$ cat src/rtl/product_accumulator.sv
`default_nettype none
// ============================================================================
// Module   : product_accumulator
// Purpose  : Sums blocks of COUNT unsigned 2*WIDTH-bit products arriving over
//            a valid/ready handshake. A flush pulse closes a partial block
//            early. Each finished sum sits in a held output register with
//            its own valid/ready handshake, so the producer keeps streaming
//            while the previous sum drains.
// Ports    : clk        - rising-edge clock
//            reset_n    - asynchronous active-low reset
//            in_valid   - product valid
//            in_ready   - block can take a product (registered state only)
//            in_data    - unsigned product, 2*WIDTH bits
//            flush      - single-cycle request to close the current block
//            out_valid  - out_data / out_count valid
//            out_ready  - downstream takes the sum
//            out_data   - block sum, OUT_WIDTH bits
//            out_count  - products in the block, 1..COUNT
// Options  : PRODUCT_ACC_SAT_EN - when defined and OUT_WIDTH is narrower than
//            the accumulator, oversize sums saturate to all ones; otherwise
//            the low OUT_WIDTH bits are kept.
// Revision : 1.0 - initial release
// ============================================================================
module product_accumulator #(
    parameter int WIDTH     = 8,
    parameter int COUNT     = 4,
    parameter int CW        = $clog2(COUNT) + 1,
    parameter int OUT_WIDTH = 2 * WIDTH + $clog2(COUNT)
) (
    input  logic                 clk,
    input  logic                 reset_n,
    input  logic                 in_valid,
    output logic                 in_ready,
    input  logic [2*WIDTH-1:0]   in_data,
    input  logic                 flush,
    output logic                 out_valid,
    input  logic                 out_ready,
    output logic [OUT_WIDTH-1:0] out_data,
    output logic [CW-1:0]        out_count
);

    // Wide enough for COUNT full-scale products, so it can never overflow.
    localparam int          c_ACC_W = 2 * WIDTH + $clog2(COUNT);
    localparam logic [CW-1:0] c_LAST = CW'(COUNT - 1);

    logic [c_ACC_W-1:0]   r_acc;
    logic [CW-1:0]        r_cnt;
    logic                 r_flush_pend;
    logic                 r_out_valid;
    logic [OUT_WIDTH-1:0] r_out_data;
    logic [CW-1:0]        r_out_count;

    logic                 w_accept;
    logic                 w_freq;
    logic                 w_has_samples;
    logic                 w_close;
    logic [c_ACC_W-1:0]   w_sum;
    logic [CW-1:0]        w_total;
    logic [OUT_WIDTH-1:0] w_out;

    // Ready is derived purely from registers: it drops when the last slot of
    // a block would need an occupied output register, or while a flush waits.
    assign in_ready      = !(r_out_valid && (r_cnt == c_LAST)) && !r_flush_pend;
    assign w_accept      = in_valid && in_ready;
    assign w_freq        = flush || r_flush_pend;
    // The block is non-empty once this cycle's product is counted.
    assign w_has_samples = (r_cnt != '0) || w_accept;
    assign w_close       = !r_out_valid &&
                           ((w_accept && (r_cnt == c_LAST)) || (w_freq && w_has_samples));

    // Running totals including the product accepted this cycle, if any.
    assign w_sum   = r_acc + (w_accept ? c_ACC_W'(in_data) : '0);
    assign w_total = r_cnt + CW'(w_accept);

    generate
        if (OUT_WIDTH < c_ACC_W) begin : g_narrow
`ifdef PRODUCT_ACC_SAT_EN
            assign w_out = (|w_sum[c_ACC_W-1:OUT_WIDTH]) ? {OUT_WIDTH{1'b1}}
                                                         : w_sum[OUT_WIDTH-1:0];
`else
            assign w_out = w_sum[OUT_WIDTH-1:0];
`endif
        end else begin : g_wide
            assign w_out = OUT_WIDTH'(w_sum);
        end
    endgenerate

    always_ff @(posedge clk or negedge reset_n) begin
        if (!reset_n) begin
            r_acc        <= '0;
            r_cnt        <= '0;
            r_flush_pend <= 1'b0;
            r_out_valid  <= 1'b0;
            r_out_data   <= '0;
            r_out_count  <= '0;
        end else if (w_close) begin
            // Closing is only possible with the output register empty, so no
            // drain can coincide with it.
            r_acc        <= '0;
            r_cnt        <= '0;
            r_flush_pend <= 1'b0;
            r_out_valid  <= 1'b1;
            r_out_data   <= w_out;
            r_out_count  <= w_total;
        end else begin
            if (w_accept) begin
                r_acc <= w_sum;
                r_cnt <= w_total;
            end
            // A flush that could not close (output still held) is remembered;
            // a flush on an empty block with nothing arriving is dropped.
            if (w_freq && w_has_samples) begin
                r_flush_pend <= 1'b1;
            end
            if (r_out_valid && out_ready) begin
                r_out_valid <= 1'b0;
            end
        end
    end

    assign out_valid = r_out_valid;
    assign out_data  = r_out_data;
    assign out_count = r_out_count;

endmodule
`default_nettype wire

$ cat config.mk
export PLATFORM = sky130hd
export DESIGN_NAME = product_accumulator
export DESIGN_NICKNAME = d
export VERILOG_FILES = /design/src/rtl/product_accumulator.sv
export SDC_FILE = /design/constraint.sdc
export NUM_CORES = 1
export LEC_CHECK = 0
export CORE_MARGIN = 2
export CORE_UTILIZATION = 45
export CTS_BUF_LIST = sky130_fd_sc_hd__clkbuf_8
export DETAILED_ROUTE_END_ITERATION = 6
export MAX_ROUTING_LAYER = met4
export PLACE_DENSITY = 0.69
export RECOVER_POWER = 25
export SETUP_SLACK_MARGIN = 0.5
export SLEW_MARGIN = 20
export SYNTH_ARGS = -nofsm -noshare
export SYNTH_HDL_FRONTEND = slang
export SYNTH_SLANG_ARGS = --single-unit
$ cat constraint.sdc
create_clock -name clk -period 6.6 [get_ports clk]
set_clock_uncertainty 0.2 [all_clocks]
set_input_delay 1.32 -clock clk [delete_from_list [all_inputs] [get_ports clk]]
set_output_delay 1.32 -clock clk [all_outputs]
set_load 0.005 [all_outputs]
==> impl_metrics.yaml <==
die:
  die_w_um: 80.3
  core_um2: 5570
  fp-row-count: 27
  ios: 44
  die_area_um2: 6440
  die-height_um: 80.3
  start_util_pct: 47.0
routing:
  vias: 2215
  drc: 0
  drtIter0Drc: 162
  dr.pass1.iters: 4
  routedWlPerCell_um: 14.6
  viasPerCell: 5.30
  drt_wl_total_mm: 6.10
  final_antenna_net_count: 0
cts:
  cts-htree-levels: 2
  post_cts_buffers: 0
  cts_sinks: 44
  clk_latency_ns: 0.30
  cts-root-buf: "clkbuf_8"
  clk_pin_slew_ns: 0.09
  clk_path_buf_depth: 2
  ctsResizeCount: 0
  cts_tree: "built"
  cts_buffers: 5
  postCtsHoldBufs: 0
logic_synthesis:
  yosysMostFrequentCell: "nand2_1"
  avgSynthCellArea_um2: 8.64
  synth_edf_count: 0
  syn_area_um2: 2620
  synthFlopType: "dfrtp_1"
  synth-async-reset-ratio_pct: 100
  yosysUniqueCellTypes: 36
  synth_nets: 343
  ys_warn_count: 0
  syn_inst: 303
  synth_seq_area_share_pct: 42.1
  synth_area_leaders: "dfrtp_1, nand2_1, ha_1, a21oi_1, and3_1"
  synth_top_cell_by_area: "dfrtp_1"
  synth_seq_cells: 44
  netlist.area_leader.share_pct: 42.1
  synth.top_cells.by_count: "nand2_1, dfrtp_1, a21oi_1, ha_1, and3_1"
sta:
  setup_viol: 0
  fin_crit_ns: 4.64
  tns_ns: 0
  relSlewSlack_pct: -57.1
  maxSlewViolCount: 45
  finalHoldViolCount: 0
  min_period_over_period_pct: 70.3
  fin_ws_ns: 1.96
  tightest_slew_ns: 2.36
  fmax_mhz: 216
  rsz0062_at_grt: "no"
worst_setup_path:
  crit_arrival_ns: 4.63
  cpPeakStageDelay_ns: 0.46
  crit_path_end_kind: "flop"
  worstPathRequired_ns: 6.59
  cp_cell_sequence: "clkdlybuf4s50_1 -> nor2b_1 -> buf_4 -> nand2_1 -> inv_2 -> nand2_1 -> inv_1 -> ha_1 -> a211oi_2 -> o21ai_2 -> a21oi_2 -> o21ai_2 -> a211oi_2 -> xnor2_1 -> mux2_4"
  worstSetupStartpointType: "input port"
  slowest_stage: "clkdlybuf4s50_1"
  path_max_fanout: 17
  crit_type: "in2reg"
finish:
  regArea_um2: 1100
  design_area_um2: 3210
  diodes: 0
  final_core_util_pct: 57.6
  drive_gt1_share_pct: 5.78
  syn_to_final_growth_pct: 22.6
  multiInputGateArea_um2: 1450
  fillerInstances: 529
  nNetsFinal: 385
grt:
  grt_pass1_vias: 2235
  grt_util_all_layers_pct: 21.6
  grt_start_max_net_pins: 45
  grt_overflow_total: 0
  grt_pass1_wl_mm: 10.5
  antenna_found_initial: 0
placed_design:
  placed_cell_area_um2: 3100
  dp_hpwl_mm: 4.24
  port_buffers: 43
  place_ws_ns: 1.65
  gp_congestion: 0.955
pwr:
  finalPower_mw: 1.21
  irDropWorstVdd_mv: 0.166
  power_density_nw_per_um2: 376
  power.leakage_nw: 1.57
min_path:
  hold_class: "reg2reg"
status:
  status: "finished with violations"
  violations: "max-capacitance violations, max-slew violations"
job:
  drv_cap: 1
worst max-delay path, delay by kind of cell:
kind | cells | cell delay, ns
and+or+nand+nor | 3 | 0.59
muxes | 1 | 0.26
xor gates and xnor gates | 1 | 0.11
buffers and inverters | 4 | 1.09
AOI/OAI and AO/OA | 5 | 1.01
adders and majority gates | 1 | 0.24
state kept, by name, indices dropped and copies added (netlist names):
| register | count |
|---|---|
| out_valid | 1 |
| r_flush_pend | 1 |
| out_count | 3 |
| out_data | 18 |
| r_cnt | 3 |
| r_acc | 18 |
cell type report:
type                       instances  area share, %
multi-input combinational        244           45.3
sequential                        44           34.3
timing repair buffer              45           13.7
tap                               72           2.81
clock buffer                       5           2.14
clock inverter                     3           1.21
inverter                           5          0.585
final timing paths:
check,startpoint,to,cells past startpoint,slack [ns]
max in group asynchronous,reset_n,r_cnt[0]$_DFFE_PN0P_,1,3.34
min in group asynchronous,reset_n,out_data[3]$_DFFE_PN0P_,1,1.52
hold / removal,out_data[11]$_DFFE_PN0P_,out_data[11]$_DFFE_PN0P_,2,0.27
setup / recovery,in_valid,out_data[15]$_DFFE_PN0P_,15,1.96
setup reg to reg,r_cnt[2]$_DFFE_PN0P_,out_data[15]$_DFFE_PN0P_,14,2.61
hold reg to reg,out_data[11]$_DFFE_PN0P_,out_data[11]$_DFFE_PN0P_,2,0.27
power by group:
group          internal [mW]  total [mW]  switching [mW]  leakage [nW]
logic                  0.261       0.571           0.309         0.934
clock network          0.111       0.208          0.0972        0.0593
registers              0.363       0.428          0.0649         0.578
per-layer routing:
layer | vias to the layer above | part of all wire [%] | track usage [%]
met5 | - | 0 | -
met4 | 0 | 2.3 | 9.15
met3 | 13 | 4.6 | 4.16
met2 | 60 | 42 | 30.9
met1 | 1018 | 51 | 30.0
li1 | 1124 | - | -
cells in the final DEF, fill, tap and decap left out, drive strengths merged, types with 6 or more instances in the layout:
master	instances
nand2	89
dfrtp	44
clkdlybuf4s50	42
a21oi	32
ha	18
and3	17
nor2	14
o21ai	14
xor2	11
nand3	7
xnor2	6
a22o	6
inv	6
clkbuf	6
per-stage QoR:
stage	hold slack [ns]	std cells
3_5_place_dp	0.258	410
3_3_place_gp	0.252	410
5_1_grt	0.304	418
4_1_cts	0.279	418
2_1_floorplan	0.256	303
6_report	0.271	418
cell families after synthesis:
| kind of cell | Yosys count | share of synthesized area, % |
|---|---|---|
| multiplexers | 1 | 0.573 |
| buffers and inverters | 15 | 2.44 |
| adder cells (fa/ha/maj) | 19 | 9.37 |
| AND/OR/NAND/NOR | 138 | 22.7 |
| XOR/XNOR | 17 | 5.69 |
| AO/OA/AOI/OAI | 69 | 17.2 |
| flip-flops | 44 | 42.1 |
Power figures use the tool's default switching activity.
